### config.mk
export PLATFORM = sky130hd
export DESIGN_NAME = spi_master
export DESIGN_NICKNAME = d
export VERILOG_FILES = /design/src/rtl/spi_master_pkg.sv /design/src/rtl/spi_clk_divider.sv /design/src/rtl/spi_master.sv
export SDC_FILE = /design/constraint.sdc
export NUM_CORES = 1
export LEC_CHECK = 0
export BUFFER_PORTS_ARGS = -buffer_cell sky130_fd_sc_hd__buf_4
export CAP_MARGIN = 15
export CELL_PAD_IN_SITES_DETAIL_PLACEMENT = 1
export CELL_PAD_IN_SITES_GLOBAL_PLACEMENT = 2
export CORE_ASPECT_RATIO = 1.1
export CORE_MARGIN = 10
export CORE_UTILIZATION = 40
export DETAILED_ROUTE_END_ITERATION = 10
export PLACE_DENSITY = 0.82
export SYNTH_ARGS = -nofsm -noshare
export SYNTH_HDL_FRONTEND = slang
export SYNTH_HIERARCHICAL = 1
export SYNTH_SLANG_ARGS = --single-unit
### constraint.sdc
create_clock -name clk -period 4.22 [get_ports clk]
set_input_delay 0.633 -clock clk [delete_from_list [all_inputs] [get_ports clk]]
set_output_delay 0.633 -clock clk [all_outputs]
set_load 0.03 [all_outputs]
### src/rtl/spi_master_pkg.sv
// Shared SPI definitions: FSM state encoding and bus-mode constants used by the
// initiator and the slave blocks it drives.
package spi_master_pkg;

    typedef enum logic [2:0] {
        S_IDLE,
        S_LEAD,
        S_HIGH,
        S_LOW,
        S_DONE
    } state_t;

    localparam logic SPI_CPOL  = 1'b0;
    localparam logic SPI_CPHA  = 1'b0;
    localparam logic MSB_FIRST = 1'b1;

endpackage

### src/rtl/spi_clk_divider.sv
// Phase-tick generator: tick is high on the last clk cycle of every CLK_DIV-cycle
// phase. restart holds the count at zero so each phase starts aligned.
module spi_clk_divider #(
    parameter int CLK_DIV = 2
) (
    input  logic clk,
    input  logic rst,
    input  logic restart,
    output logic tick
);

    localparam int CW = $clog2(CLK_DIV) + 1;
    localparam logic [CW-1:0] LAST = CW'(CLK_DIV - 1);

    logic [CW-1:0] cnt;

    always_ff @(posedge clk or posedge rst) begin
        if (rst) begin
            cnt <= '0;
        end else if (restart || tick) begin
            cnt <= '0;
        end else begin
            cnt <= cnt + 1'b1;
        end
    end

    assign tick = (cnt == LAST);

endmodule

### src/rtl/spi_master.sv
// SPI mode-0 initiator: frames a WIDTH-bit transfer with cs_n, shifts tx_data out
// on mosi and collects miso into rx_data, reporting completion with rx_valid.
module spi_master
    import spi_master_pkg::*;
#(
    parameter int WIDTH   = 8,
    parameter int CLK_DIV = 2
) (
    input  logic             clk,
    input  logic             rst,
    input  logic             start,
    input  logic [WIDTH-1:0] tx_data,
    output logic             ready,
    output logic [WIDTH-1:0] rx_data,
    output logic             rx_valid,
    output logic             spi_clk,
    output logic             cs_n,
    output logic             mosi,
    input  logic             miso
);

    localparam int BW = $clog2(WIDTH) + 1;

    state_t           state;
    logic [WIDTH-1:0] tx_shift;
    logic [WIDTH-1:0] rx_shift;
    logic [BW-1:0]    bit_cnt;
    logic             tick;
    logic             restart;

    function automatic logic out_bit(input logic [WIDTH-1:0] w);
        return MSB_FIRST ? w[WIDTH-1] : w[0];
    endfunction

    function automatic logic [WIDTH-1:0] shift_tx(input logic [WIDTH-1:0] w);
        return MSB_FIRST ? {w[WIDTH-2:0], 1'b0} : {1'b0, w[WIDTH-1:1]};
    endfunction

    function automatic logic [WIDTH-1:0] shift_rx(input logic [WIDTH-1:0] w, input logic b);
        return MSB_FIRST ? {w[WIDTH-2:0], b} : {b, w[WIDTH-1:1]};
    endfunction

    // The divider only runs in the timed phases, so every phase starts from zero.
    assign restart = (state == S_IDLE) || (state == S_DONE);

    spi_clk_divider #(
        .CLK_DIV(CLK_DIV)
    ) u_div (
        .clk    (clk),
        .rst    (rst),
        .restart(restart),
        .tick   (tick)
    );

    always_ff @(posedge clk or posedge rst) begin
        if (rst) begin
            state    <= S_IDLE;
            spi_clk  <= SPI_CPOL;
            cs_n     <= 1'b1;
            mosi     <= 1'b0;
            ready    <= 1'b1;
            rx_valid <= 1'b0;
            rx_data  <= '0;
            tx_shift <= '0;
            rx_shift <= '0;
            bit_cnt  <= '0;
        end else begin
            rx_valid <= 1'b0;
            case (state)
                S_IDLE: begin
                    if (start) begin
                        tx_shift <= tx_data;
                        cs_n     <= 1'b0;
                        mosi     <= out_bit(tx_data);
                        ready    <= 1'b0;
                        bit_cnt  <= '0;
                        state    <= S_LEAD;
                    end else begin
                        cs_n <= 1'b1;
                    end
                end
                S_LEAD: begin
                    if (tick) begin
                        spi_clk <= ~SPI_CPOL;
                        state   <= S_HIGH;
                    end
                end
                S_HIGH: begin
                    // Sample at the end of the high phase to give the slave full setup.
                    if (tick) begin
                        rx_shift <= shift_rx(rx_shift, miso);
                        tx_shift <= shift_tx(tx_shift);
                        mosi     <= out_bit(shift_tx(tx_shift));
                        bit_cnt  <= bit_cnt + 1'b1;
                        spi_clk  <= SPI_CPOL;
                        state    <= S_LOW;
                    end
                end
                S_LOW: begin
                    if (tick) begin
                        if (bit_cnt == BW'(WIDTH)) begin
                            cs_n     <= 1'b1;
                            mosi     <= 1'b0;
                            rx_data  <= rx_shift;
                            rx_valid <= 1'b1;
                            state    <= S_DONE;
                        end else begin
                            spi_clk <= ~SPI_CPOL;
                            state   <= S_HIGH;
                        end
                    end
                end
                S_DONE: begin
                    // A pending start re-selects the slave now, so back-to-back
                    // frames are separated by the DONE cycle alone.
                    cs_n  <= ~start;
                    ready <= 1'b1;
                    state <= S_IDLE;
                end
                default: state <= S_IDLE;
            endcase
        end
    end

endmodule

# Yosys cells after proc, flatten, opt, wreduce, memory -nomap -nowiden
# Index checks and enable logic that the tools add are counted.
op_classes:
  mux: 32
  eq_ne: 12
  reduce_logical: 16
  n_addsub: 2
  bitwise_logic: 1
op_table:
  columns: ["op", "n"]
  rows:
  - ["1-bit 2-to-1 mux", 15]
  - ["3-bit 2-to-1 mux", 5]
  - ["7-bit 2-to-1 mux", 2]
  - ["7-bit case mux with 2 select lines", 1]
  - ["3-bit case mux with 4 select lines", 1]
  - ["5-bit AND reduction", 2]
  - ["1-bit case mux with 3 select lines", 3]
  - ["3-bit AND reduction", 3]
  - ["3-bit nonzero test", 3]
  - ["4-bit 2-to-1 mux", 2]
  - ["4-bit case mux with 2 select lines", 1]
  - ["3-bit by 2-bit == test with 1-bit output, second input constant", 2]
  - ["2-bit by 1-bit != test with 1-bit output, second input constant", 3]
  - ["2-bit != test, second input constant", 3]
  - ["4-bit by 1-bit adder with 4-bit output, second input constant", 1]
  - ["4-bit == test, second input constant", 1]
  - ["2-bit AND reduction", 2]
  - ["4-bit AND reduction", 1]
  - ["2-bit nonzero test", 2]
  - ["3-bit by 1-bit == test with 1-bit output, second input constant", 1]
  - ["3-bit == test, second input constant", 1]
  - ["3-bit logical NOT", 1]
  - ["2-bit by 1-bit adder with 2-bit output, second input constant", 1]
  - ["2-bit by 1-bit == test with 1-bit output, second input constant", 1]
  - ["other kinds (4)", 5]
totals:
  reg_bits: 37
  inputBits: 12
  out_inout_bits: 13
  elab_cells: 74

# Depth between registers and ports, before layout
# Gate-level depths: netlist (run 1).
depth:
  depth_word: 4
  ltp_mapped: 8
  ltp_nobuf: 7

# Modules after synthesis
# The synthesis (run 1) kept the hierarchy.
by_module_without_submodules:
  columns: ["module", "cells_per_inst", "area_per_inst_um2", "n_inst"]
  rows:
  - ["spi_master", 122, 1542.7, 1]
  - ["spi_clk_divider", 7, 80.1, 1]

# Worst setup path after synthesis (run 1)
# OpenSTA, ideal clock, no wires.
synth_timing:
  kind: "flip-flop to flip-flop"
  startpoint: "register u_div.cnt[1]"
  endpoint: "register rx_shift[0]"
  setup_slack_ns: 2.638
  arrival_ns: 1.457
  setup_ns: 0.125
  required_time_ns: 4.095
  path_stages_with_launch: 7
  path_buffers: 2
  cell_sequence: "dfrtp_1 > inv_1 > ha_1 > buf_2 > and4bb_2 > buf_4 > mux2_2"
synth_via:
  elab_chain_cells: 2
synth_rtl:
  columns: ["item", "line_no", "source"]
  rows:
  - ["from (decl)", "spi_clk_divider.sv:15", "logic [CW-1:0] cnt;"]
  - ["from (signal assigned)", "spi_clk_divider.sv:23", "cnt <= cnt + 1'b1;"]
  - ["2-bit by 1-bit == test with 1-bit output", "spi_clk_divider.sv:27", "assign tick = (cnt == LAST);"]
  - ["via tick", "spi_master.sv:28", "logic tick;"]
  - ["2-bit AND reduction (no line)", null, null]
  - ["to (signal assigned)", "spi_master.sv:91", "rx_shift <= shift_rx(rx_shift, miso);"]
  - ["to (decl)", "spi_master.sv:26", "logic [WIDTH-1:0] rx_shift;"]
# The timed path passes the listed nets, and every way through them passes these cells.
# A chain may end at the register's enable or synchronous reset.

# Worst setup path after layout (run 1)
layout_timing:
  startpoint: "register u_div.cnt[1]"
  endpoint: "register mosi"
layout_via:
  elab_chain_cells: 3
  word_cells_on_any_way: 4
  cone_classes: "eq/ne: 3; reduce/logical: 1"
layout_rtl:
  columns: ["item", "line_no", "source"]
  rows:
  - ["2-bit by 1-bit == test with 1-bit output *", "spi_clk_divider.sv:27", null]
  - ["via tick", "spi_master.sv:28", null]
  - ["2-bit by 1-bit != test with 1-bit output (no line)", null, null]
  - ["5-bit AND reduction (no line) *", null, null]
  - ["to (signal assigned)", "spi_master.sv:74", "mosi <= out_bit(tx_data);"]
  - ["to (signal assigned)", "spi_master.sv:93", "mosi <= out_bit(shift_tx(tx_shift));"]
  - ["to (decl)", "spi_master.sv:18", "output logic mosi,"]
# Mark *: on every way through the listed nets, which the timed path passes. The rest lies on a longest branch.

==> key figures, run 1 <==
Run status
  • Outcome: complete, no violations

Critical path
  • Max Fanout on Critical Path: 17
  • Crit Path Class: flip-flop to flip-flop
  • Reg2Reg Setup Slack: 2.42 ns
  • CP startpoint: u_div/cnt[1]
  • Reg2reg start: u_div/cnt[1]
  • Reg2Reg Depth: 6
  • Startpoint Class: flip-flop
  • CP required: 4.43 ns
  • Crit path to: mosi
  • Reg2reg end: mosi
  • Crit end category: flip-flop
  • CP Data Arrival Time: 2.01 ns

Die
  • Chip Width: 80.7 µm
  • DIE AREA: 7010 µm²
  • Initial Utilization: 0.413
  • Num ports: 25
  • Core area: 3930 µm²
  • Die height: 86.8 µm
  • Num rows: 24

Finish
  • Storage element area: 928 µm²
  • Cell Count, Final, Fillers Out: 209
  • Area grow syn2layout: 18.7%
  • Final net count: 171
  • Share of cells above drive strength 1: 0.395
  • Filler cells: 423
  • Multi-input logic area: 622 µm²
  • Antenna cells: 0

Drt
  • WL met3: 198 µm
  • WL met2: 1.61 mm
  • # DRC: 0
  • DRT antenna net count: 0
  • DRT iter0 DRCs: 63
  • DRT Pass-1 Iters: 4
  • Vias per cell: 5.00
  • Routed len/inst: 15.7 µm
  • Highest routed layer: met4
  • Total wire length: 3.29 mm
  • Via count: 1,046
  • Met1 WL: 1.43 mm

CTS
  • Htree depth: 2
  • Cts repair resizes: 0
  • Num CTS Buffers: 5
  • Worst-Skew Late Latency: 0.29 ns
  • TritonCTS clock tree: yes
  • CTS Sinks: 37
  • Clock root cell: clkbuf_8
  • Cts hold-fix bufs: 0
  • Clk buf depth: 2
  • Post-CTS Setup Bufs: 0
  • Clk slew on worst S/H paths: 0.08 ns

STA
  • Tightest Pin Transition: 0.461 ns
  • Crit path time final: 1.80 ns
  • TNS Setup: 0 ns
  • Unrepaired setup endpoints after global routing: false
  • Final period utilization: 0.427
  • Max Fclk: 0.555 GHz
  • Final setup violating endpoints: 0
  • Clk_skew: 0.00907 ns
  • Final Hold Fails: 0
  • Rel. slew slack: 0.693
  • Setup ws final: 2.42 ns
  • Pins over their slew limit: 0

GRT
  • Initial antenna violation count: 0
  • GR Util All Layers: 0.103
  • Largest net degree at the start of global routing: 36
  • Global route overflow: 0
  • Number of global-route vias before repair: 1,177
  • First-pass GRT wire length: 5.69 mm

Min path
  • Hold WC Path Type: input pin to async pin

Synth
  • Ranking of synthesized cells by area: dfrtp_1, mux2_2, mux2i_1
  • Post-synth EDFFs: 0
  • Post-synthesis sequential area ratio: 0.572
  • Prevailing post-synth register cell: dfrtp_1
  • Syn Area/Cell: 12.6 µm²
  • Cell type with the largest total area after synthesis: dfrtp_1
  • Yosys warns: 6
  • Yosys top cell area share: 0.540
  • Synth Net Count: 144
  • Mapped Area: 1620 µm²
  • Register bit count reported by yosys: 37
  • Cell variety after synth: 33
  • Syn Inst Count: 129
  • Asr flop ratio synth: 1.00

Run
  • Max Cap Viol: 0

Placed design
  • Port Buffer Count: 24
  • Gp weighted congestion: 0.802
  • Dpl hpwl: 2.38 mm
  • Place WS: 2.41 ns
  • Placed cell count: 201

Power and ir drop
  • Max IR drop VDD: 0.378 mV
  • Total power: 1.55 mW
  • Reg power frac: 0.403
  • Cell Pwr Density: 802 nW/µm²
  • Combinational power share: 0.444
  • Int Pwr: 0.954 mW
  • Psw: 0.591 mW
  • Switching Fraction: 0.383
  • Static leakage: 0.943 nW
  • Clk pwr share: 0.153
## cells in the mapped netlist, drive strengths merged, types with 2 or more instances
| cell type | instances |
|---|---|
| dfrtp | 35 |
| mux2 | 17 |
| nand2 | 12 |
| inv | 9 |
| o21ai | 8 |
| mux2i | 7 |
| buf | 6 |
| nor2 | 5 |
| nor3 | 4 |
| a21oi | 3 |
| ha | 3 |
| a22o | 2 |
| dfstp | 2 |
| nand2b | 2 |
| nand4b | 2 |
| nor3b | 2 |
| or4b | 2 |
| xor2 | 2 |
## how the worst min path moves through the flow
stage,from,endpoint,slack [ns],cells past startpoint
final,rst,u_div/cnt[0],0.21,2
after global routing,rst,u_div/cnt[1],0.20,2
after CTS,rst,u_div/cnt[0],0.20,2
after detailed placement,u_div/cnt[0],u_div/cnt[0],0.44,1
after global placement,u_div/cnt[0],u_div/cnt[0],0.44,1
after floorplan,rst,u_div/cnt[0],0.37,1
## state kept, by name, summed over array words and instances (netlist names)
name       count
tx_shift       7
cs_n           1
u_div/cnt      2
rx_valid       1
mosi           1
state          3
rx_shift       8
bit_cnt        4
spi_clk        1
ready          1
rx_data        8
## critical path, stage by stage, from the launching register on
cell     delay (ns)
dfrtp_1        0.36
inv_1          0.05
ha_1           0.36
nand2_1        0.10
a211o_1        0.45
o21ai_0        0.19
mux2i_1        0.21
## power by group through the flow
stage / logic (mW) / clock network (mW) / registers, mW
CTS: 0.701 / 0.246 / 0.625
detailed placement: 0.699 / 0 / 0.630
finish: 0.686 / 0.237 / 0.623
floorplan: 0.484 / 0 / 0.666
global route: 0.765 / 0.260 / 0.645
global placement: 0.668 / 0 / 0.619
## area by class of cell
cell class,count,area share
timing repair buffer,26,0.101
clock inverter,2,0.00519
inverter,9,0.0175
clock buffer,6,0.0377
sequential,37,0.482
tap,52,0.0338
multi-input combinational,77,0.323
## metrics by stage
step / hold slack (ns) / util / cell area [µm²]
floorplan: 0.374 / - / 1620
global placement: 0.436 / 0.469 / 1840
detailed placement: 0.441 / 0.469 / 1840
CTS: 0.200 / 0.490 / 1930
global route: 0.200 / 0.490 / 1930
finish: 0.206 / 0.490 / 1930
## cell families after synthesis
logic type / after synthesis / share of synthesized area
AND/OR/NAND/NOR: 31 / 0.118
multiplexers: 24 / 0.161
AO/OA/AOI/OAI: 17 / 0.0702
XOR/XNOR: 2 / 0.0108
adder cells (fa/ha/maj): 3 / 0.0231
buffers and inverters: 15 / 0.0447
flip-flops: 37 / 0.572
## per-layer routing
| layer | GRT usage | vias up |
|---|---|---|
| met5 | 0 | - |
| met4 | 0.0378 | 0 |
| met3 | 0.0487 | 6 |
| met2 | 0.165 | 18 |
| met1 | 0.115 | 526 |
| li1 | - | 496 |
## cells in the final DEF (no fill, tap or decap)
master | synthesis | routed
nand2_2 | 1 | 1
clkbuf_1 | 0 | 1
o21bai_1 | 1 | 1
or4b_1 | 1 | 1
a221oi_1 | 1 | 1
mux2i_1 | 7 | 7
o21ai_1 | 3 | 3
xor2_1 | 2 | 2
a211o_1 | 1 | 1
a22o_1 | 1 | 1
nand2_1 | 11 | 11
a21oi_1 | 2 | 2
nor2_1 | 4 | 4
inv_2 | 1 | 1
clkbuf_8 | 0 | 5
dfrtp_1 | 35 | 35
a22o_2 | 1 | 1
nand4_1 | 1 | 1
or4b_4 | 1 | 1
nand2b_4 | 2 | 2
nand4b_1 | 2 | 2
and4bb_2 | 1 | 1
a21oi_2 | 1 | 1
o311a_2 | 1 | 1
inv_1 | 8 | 8
nor2_2 | 1 | 1
dfstp_2 | 2 | 2
nor3_1 | 4 | 4
mux2_2 | 17 | 17
clkinv_2 | 0 | 2
o21ai_0 | 5 | 5
nor3b_1 | 2 | 2
ha_1 | 3 | 3
buf_4 | 1 | 26
Power figures use the tool's default switching activity.
==> run 2, diff against run 1 <==
--- a/config.mk
+++ b/config.mk
@@ -11,9 +11,9 @@
 export CELL_PAD_IN_SITES_GLOBAL_PLACEMENT = 2
 export CORE_ASPECT_RATIO = 1.1
 export CORE_MARGIN = 10
-export CORE_UTILIZATION = 40
+export CORE_UTILIZATION = 33
 export DETAILED_ROUTE_END_ITERATION = 10
-export PLACE_DENSITY = 0.82
+export PLACE_DENSITY = 0.73
 export SYNTH_ARGS = -nofsm -noshare
 export SYNTH_HDL_FRONTEND = slang
 export SYNTH_HIERARCHICAL = 1
==> constraint.sdc (replaced) <==
create_clock -name clk -period 1.5 [get_ports clk]
set_input_delay 0.225 -clock clk [delete_from_list [all_inputs] [get_ports clk]]
set_output_delay 0.225 -clock clk [all_outputs]
set_load 0.03 [all_outputs]
==> run 2 against run 1 <==
Effect of this change: the flow now finishes with violations (setup timing); routed wire length up 11%; hold slack got worse by 0.046 ns; combinational power grew to 3.6 times the previous value; global-route usage down 0.38 points; design area rose by 11%; register-to-register slack got worse by 2.4 ns; die area is 16% higher; first-iteration DRC count shrank 51%; highest routed layer unchanged.
==> key figures, run 2 (same netlist as run 1, synthesis figures left out) <==
Run status
  • Outcome: finished with violations (was complete, no violations)
  • Failing checks: setup timing

Critical path
  • Crit Path Class: flip-flop to flip-flop (unchanged)
  • CP max-delay cell: dfrtp_1 (was a211o_1)
  • CP top delay family: flip-flops (was compound AO/OA/AOI/OAI gates)
  • CP max stage delay: 0.40 ns (was 0.45 ns)
  • Crit end category: flip-flop (unchanged)
  • Reg2Reg Setup Slack: -0.02 ns (was 2.42 ns)
  • CP startpoint: bit_cnt[1] (was u_div/cnt[1])
  • CP required: 1.68 ns (was 4.43 ns)
  • Critical path buffers and inverters: 2 (was 1)
  • Reg2Reg Depth: 7 (was 6)
  • Max Fanout on Critical Path: 7 (was 17)
  • CP Data Arrival Time: 1.70 ns (was 2.01 ns)
  • CP Cell Sequence: inv_2, ha_4, nand4b_1, nor2_4, nand2_4, buf_12, mux2_2 (was inv_1, ha_1, nand2_1, a211o_1, o21ai_0, mux2i_1)
  • Reg2reg end: rx_data[7] (was mosi)
  • Stages on worst setup path: 7 (was 6)
  • Startpoint Class: flip-flop (unchanged)
  • Reg2reg start: bit_cnt[1] (was u_div/cnt[1])

Placed design
  • Placed cell count: 218 (was 201)
  • Dpl hpwl: 2.62 mm (was 2.38 mm)
  • Port Buffer Count: 24 (unchanged)
  • Gp weighted congestion: 0.784 (was 0.802)

Finish
  • Antenna cells: 0 (unchanged)
  • Final net count: 188 (was 171)
  • Leading cell type in the layout, fill and taps excluded: buf_4 (was dfrtp_1)
  • Top Registers: rx_data x8, rx_shift x8, tx_shift x7 (unchanged)
  • Most frequent cells in the layout: buf_4, dfrtp_1, mux2_2 (was dfrtp_1, buf_4, mux2_2)
  • Share of cells above drive strength 1: 0.500 (was 0.395)
  • Area grow syn2layout: 31.8% (was 18.7%)
  • Cell Count, Final, Fillers Out: 230 (was 209)
  • Final design utilization: 0.454 (was 0.490)

STA
  • Final period utilization: 1.01 (was 0.427)
  • Max Fclk: 0.657 GHz (was 0.555 GHz)
  • Crit path time final: 1.52 ns (was 1.80 ns)
  • Final setup violating endpoints: 7 (was 0)
  • Final hold slack: 0.160 ns (was 0.206 ns)
  • Setup ws final: -0.0216 ns (was 2.42 ns)
  • Pins over their slew limit: 0 (unchanged)
  • Rel. slew slack: 0.686 (was 0.693)
  • Unrepaired setup endpoints after global routing: true (was false)
  • Tightest Pin Transition: 0.468 ns (was 0.461 ns)
  • Final Hold Fails: 0 (unchanged)
  • Clk_skew: 0.00459 ns (was 0.00907 ns)

Power and ir drop
  • Static leakage: 1.04 nW (was 0.943 nW)
  • Max IR drop VDD: 1.06 mV (was 0.378 mV)
  • Cell Pwr Density: 2270 nW/µm² (was 802 nW/µm²)
  • Total power: 4.86 mW (was 1.55 mW)

CTS
  • Htree depth: 2 (unchanged)
  • Worst-Skew Late Latency: 0.29 ns (about the same)
  • CTS Sinks: 37 (unchanged)
  • Clock root cell: clkbuf_8 (unchanged)
  • Clk buf depth: 2 (unchanged)
  • Clk slew on worst S/H paths: 0.07 ns (was 0.08 ns)
  • TritonCTS clock tree: yes (unchanged)
  • Num CTS Buffers: 5 (unchanged)

Drt
  • Total wire length: 3.65 mm (was 3.29 mm)
  • DRT iter0 DRCs: 31 (was 63)
  • Via count: 1,133 (was 1,046)
  • DRT antenna net count: 0 (unchanged)
  • Routed len/inst: 15.9 µm (was 15.7 µm)
  • Vias per cell: 4.93 (was 5.00)
  • # DRC: 0 (unchanged)
  • DRT Pass-1 Iters: 2 (was 4)

GRT
  • Global route overflow: 0 (unchanged)
  • First-pass GRT wire length: 6.39 mm (was 5.69 mm)
  • Initial antenna violation count: 0 (unchanged)
  • Largest net degree at the start of global routing: 36 (unchanged)
  • Number of global-route vias before repair: 1,307 (was 1,177)
  • GR Util All Layers: 0.0990 (was 0.103)

Min path
  • Hold Path Cell Cnt: 2
  • Min-Delay Startpoint: tx_data[0]
  • Hold WC Path Type: input pin to flip-flop (was input pin to async pin)
  • Hold endpoint: tx_shift[0]

Die
  • Chip Width: 86.9 µm (was 80.7 µm)
  • Die height: 93.6 µm (was 86.8 µm)
  • DIE AREA: 8130 µm² (was 7010 µm²)
  • Num ports: 25 (unchanged)
  • Core area: 4720 µm² (was 3930 µm²)
  • Initial Utilization: 0.344 (was 0.413)
  • Num rows: 26 (was 24)

Run
  • Max Cap Viol: 0 (unchanged)
run 2: how the worst max path moves through the flow:
stage | slack (ns) | end
floorplan | -0.02 | rx_shift[0]
global placement | -0.08 | rx_data[1]
detailed placement | -0.13 | rx_data[7]
CTS | -0.04 | rx_data[5]
global route | -0.10 | rx_data[4]
finish | -0.02 | rx_data[7]
run 2: what timing repair did:
item | in CTS | in global routing
gates cloned | 0 | 0
resized for setup | 11 | 6
setup endpoints to repair | 26 | 18
setup buffers | 3 | 1
hold buffers | 1 | 0
pin swaps | 5 | 4
hold endpoints to repair | 2 | 0
run 2: layout make-up:
| type | count | area (µm²) |
|---|---|---|
| Fill cell | 502 | 2580 |
| Sequential cell | 37 | 930 |
| Multi-Input combinational cell | 77 | 682 |
| Timing Repair Buffer | 43 | 342 |
| Clock buffer | 6 | 72.6 |
| Tap cell | 56 | 70.1 |
| Inverter | 9 | 33.8 |
| Clock inverter | 2 | 10.0 |
run 2: worst reg2reg max path: stages (launching register included):
cell and delay, ns:
dfrtp_1 0.40, inv_2 0.08, ha_4 0.13, nand4b_1 0.13, nor2_4 0.18, nand2_4 0.09, buf_12 0.14, mux2_2 0.26
run 2: metal layers:
layer	track usage	wire length, µm	up-vias
met4	0.0432	87	0
met5	0	0	-
met3	0.0391	199	8
met2	0.165	1820	20
li1	-	-	541
met1	0.108	1540	564
run 2: through the flow:
stage / setup WS [ns] / TNS [ns] / area, µm²
after floorplan: -0.0218 / -0.184 / 1640
after global placement: -0.0819 / -0.745 / 1960
after detailed placement: -0.129 / -1.77 / 1960
after CTS: -0.0399 / -0.256 / 2130
after global routing: -0.102 / -0.941 / 2140
final: -0.0216 / -0.134 / 2140
run 2: power breakdown:
part	internal [mW]	total, mW	switching (mW)
registers	1.44	1.74	0.301
logic	1.29	2.45	1.16
clock network	0.322	0.670	0.348
==> run 3, diff against run 2 <==
--- a/config.mk
+++ b/config.mk
@@ -7,13 +7,12 @@
 export LEC_CHECK = 0
 export BUFFER_PORTS_ARGS = -buffer_cell sky130_fd_sc_hd__buf_4
 export CAP_MARGIN = 15
-export CELL_PAD_IN_SITES_DETAIL_PLACEMENT = 1
-export CELL_PAD_IN_SITES_GLOBAL_PLACEMENT = 2
-export CORE_ASPECT_RATIO = 1.1
+export CELL_PAD_IN_SITES_DETAIL_PLACEMENT = 0
+export CELL_PAD_IN_SITES_GLOBAL_PLACEMENT = 1
 export CORE_MARGIN = 10
-export CORE_UTILIZATION = 33
+export CORE_UTILIZATION = 40
 export DETAILED_ROUTE_END_ITERATION = 10
-export PLACE_DENSITY = 0.73
+export PLACE_DENSITY = 0.74
 export SYNTH_ARGS = -nofsm -noshare
 export SYNTH_HDL_FRONTEND = slang
 export SYNTH_HIERARCHICAL = 1
==> run 3 against run 2 <==
Effect of this change: the flow still finishes with violations (setup timing); combinational power up 4%; register-to-register slack about the same; non-clock buffer count up 1; critical path depth down 3; largest power group unchanged; clock-buffer cell count down 1; sequential cell count unchanged; first-iteration DRC count up 52%; critical path type unchanged; global-route usage down 0.26 points; clock skew up 0.0023 ns; cell count down 2.2%; die area down 14%; hold slack better by 0.013 ns.
==> key figures, run 3 (same netlist as run 1, synthesis figures left out) <==
Run status
  • Outcome: finished with violations (unchanged)
  • Failing checks: setup timing (unchanged)

GRT
  • GR Util All Layers: 0.0964 (was 0.0990)
  • Initial antenna violation count: 0 (unchanged)
  • Global route overflow: 0 (unchanged)
  • First-pass GRT wire length: 5.73 mm (was 6.39 mm)
  • Largest net degree at the start of global routing: 36 (unchanged)
  • Number of global-route vias before repair: 1,231 (was 1,307)

Critical path
  • Crit Path Class: flip-flop to flip-flop (unchanged)
  • CP Data Arrival Time: 1.75 ns (was 1.70 ns)
  • Reg2reg start: state[2] (was bit_cnt[1])
  • CP max-delay cell: or4b_4 (was dfrtp_1)
  • Max Fanout on Critical Path: 7 (unchanged)
  • CP max stage delay: 0.54 ns (was 0.40 ns)
  • CP Cell Sequence: nand2b_4, nor2_2, or4b_4, a21oi_2 (was inv_2, ha_4, nand4b_1, nor2_4, nand2_4, buf_12, mux2_2)
  • Reg2reg end: spi_clk (was rx_data[7])
  • Reg2Reg Depth: 4 (was 7)
  • CP startpoint: state[2] (was bit_cnt[1])
  • Crit path to: spi_clk (was rx_data[7])
  • Startpoint Class: flip-flop (unchanged)
  • Crit end category: flip-flop (unchanged)
  • Reg2Reg Setup Slack: -0.03 ns (was -0.02 ns)
  • CP required: 1.72 ns (was 1.68 ns)

Die
  • Chip Width: 83.7 µm (was 86.9 µm)
  • Num ports: 25 (unchanged)
  • Core area: 3970 µm² (was 4720 µm²)
  • Initial Utilization: 0.409 (was 0.344)
  • Num rows: 23 (was 26)
  • DIE AREA: 7000 µm² (was 8130 µm²)
  • Die height: 83.7 µm (was 93.6 µm)

Finish
  • Filler cells: 351 (was 502)
  • Area grow syn2layout: 35.2% (was 31.8%)
  • Leading cell type in the layout, fill and taps excluded: buf_4 (unchanged)
  • Most frequent cells in the layout: buf_4, dfrtp_1, mux2_2 (unchanged)
  • Cell Count, Final, Fillers Out: 225 (was 230)
  • Final net count: 189 (was 188)
  • Top Registers: rx_data x8, rx_shift x8, tx_shift x7 (unchanged)
  • Multi-input logic area: 677 µm² (was 682 µm²)
  • Share of cells above drive strength 1: 0.514 (was 0.500)
  • Storage element area: 930 µm² (unchanged)
  • Antenna cells: 0 (unchanged)

Power and ir drop
  • Static leakage: 1.07 nW (was 1.04 nW)
  • Psw: 1.81 mW (about the same)
  • Reg power frac: 0.323 (was 0.358)
  • Clk pwr share: 0.191 (was 0.138)
  • Max IR drop VDD: 1.05 mV (was 1.06 mV)
  • Cell Pwr Density: 2400 nW/µm² (was 2270 nW/µm²)
  • Switching Fraction: 0.343 (was 0.372)
  • Int Pwr: 3.46 mW (was 3.05 mW)
  • Combinational power share: 0.486 (was 0.504)

Run
  • Max Cap Viol: 0 (unchanged)

Placed design
  • Dpl hpwl: 2.34 mm (was 2.62 mm)
  • Gp weighted congestion: 0.799 (was 0.784)
  • Port Buffer Count: 24 (unchanged)
  • Placed cell count: 213 (was 218)
  • Place WS: -0.110 ns (was -0.129 ns)

STA
  • Unrepaired setup endpoints after global routing: true (unchanged)
  • Max Fclk: 0.653 GHz (was 0.657 GHz)
  • Setup ws final: -0.0306 ns (was -0.0216 ns)
  • Final period utilization: 1.02 (was 1.01)
  • Final setup violating endpoints: 8 (was 7)
  • Clk_skew: 0.00687 ns (was 0.00459 ns)
  • Pins over their slew limit: 0 (unchanged)
  • Crit path time final: 1.53 ns (was 1.52 ns)
  • Tightest Pin Transition: 0.440 ns (was 0.468 ns)
  • Rel. slew slack: 0.707 (was 0.686)
  • Final Hold Fails: 0 (unchanged)

Drt
  • Vias per cell: 4.89 (was 4.93)
  • Total wire length: 3.27 mm (was 3.65 mm)
  • # DRC: 0 (unchanged)
  • DRT Pass-1 Iters: 4 (was 2)
  • DRT antenna net count: 0 (unchanged)
  • Via count: 1,101 (was 1,133)
  • Routed len/inst: 14.6 µm (was 15.9 µm)
  • DRT iter0 DRCs: 47 (was 31)

CTS
  • Num CTS Buffers: 5 (unchanged)
  • Clock root cell: clkbuf_8 (unchanged)
  • CTS Sinks: 37 (unchanged)
  • Worst-Skew Late Latency: 0.28 ns (was 0.29 ns)
  • TritonCTS clock tree: yes (unchanged)
  • Clk buf depth: 2 (unchanged)
  • Clk slew on worst S/H paths: 0.08 ns (was 0.07 ns)
  • Htree depth: 2 (unchanged)

Min path
  • Hold WC Path Type: input pin to flip-flop (unchanged)
[run 3: layer usage]
layer / vias to the layer above / global-route usage / share of wire
met5: - / 0 / 0
met1: 537 / 0.115 / 0.45
met3: 5 / 0.0352 / 0.053
met4: 0 / 0.0320 / 0.0098
li1: 535 / - / -
met2: 24 / 0.156 / 0.49
[run 3: final cells by class]
type,instances,share of cell area
clock inverters,3,0.0297
flip-flops and latches,37,0.424
clock buffers,5,0.0314
inverters,9,0.0154
repair buffers,44,0.163
well taps,50,0.0285
multi-input cells,77,0.309
[run 3: worst max-delay path, delay by kind of cell (launching register included)]
family | cells | cell delay [ns]
simple gates | 3 | 0.82
flops | 1 | 0.50
compound gates | 1 | 0.14
[run 3: worst min path at each step]
stage / from / end / slack (ns) / cells past startpoint
after floorplan: rst / u_div/cnt[0] / -0.03 / 1
after global placement: rst / u_div/cnt[0] / 0.10 / 2
after detailed placement: rst / u_div/cnt[1] / 0.11 / 2
after CTS: tx_data[0] / tx_shift[0] / 0.17 / 2
after global routing: tx_data[0] / tx_shift[0] / 0.17 / 2
final: tx_data[0] / tx_shift[0] / 0.17 / 2
[run 3: metrics by stage]
stage / setup TNS (ns) / power (mW) / utilization / area [µm²] / hold WS (ns)
after floorplan: -0.184 / 3.29 / - / 1640 / -0.0338
after global placement: -0.523 / 3.93 / 0.494 / 1960 / 0.104
after detailed placement: -1.16 / 4.02 / 0.494 / 1960 / 0.110
after CTS: -0.841 / 5.14 / 0.542 / 2150 / 0.168
after global routing: -1.05 / 5.66 / 0.552 / 2190 / 0.170
final: -0.153 / 5.27 / 0.552 / 2190 / 0.173
[run 3: repair_timing]
action / in CTS / in global routing
pin swaps: 5 / 7
hold endpoints to repair: 2 / 0
hold buffers: 1 / 0
setup endpoints to repair: 19 / 27
resized for setup: 8 / 11
setup buffers: 3 / 1
[run 3: power by group through the flow]
stage	registers [mW]	clock network, mW	logic, mW
detailed placement	1.71	0	2.31
floorplan	1.87	0	1.42
CTS	1.69	1.03	2.42
global placement	1.68	0	2.24
global route	1.77	1.08	2.82
finish	1.70	1.01	2.56
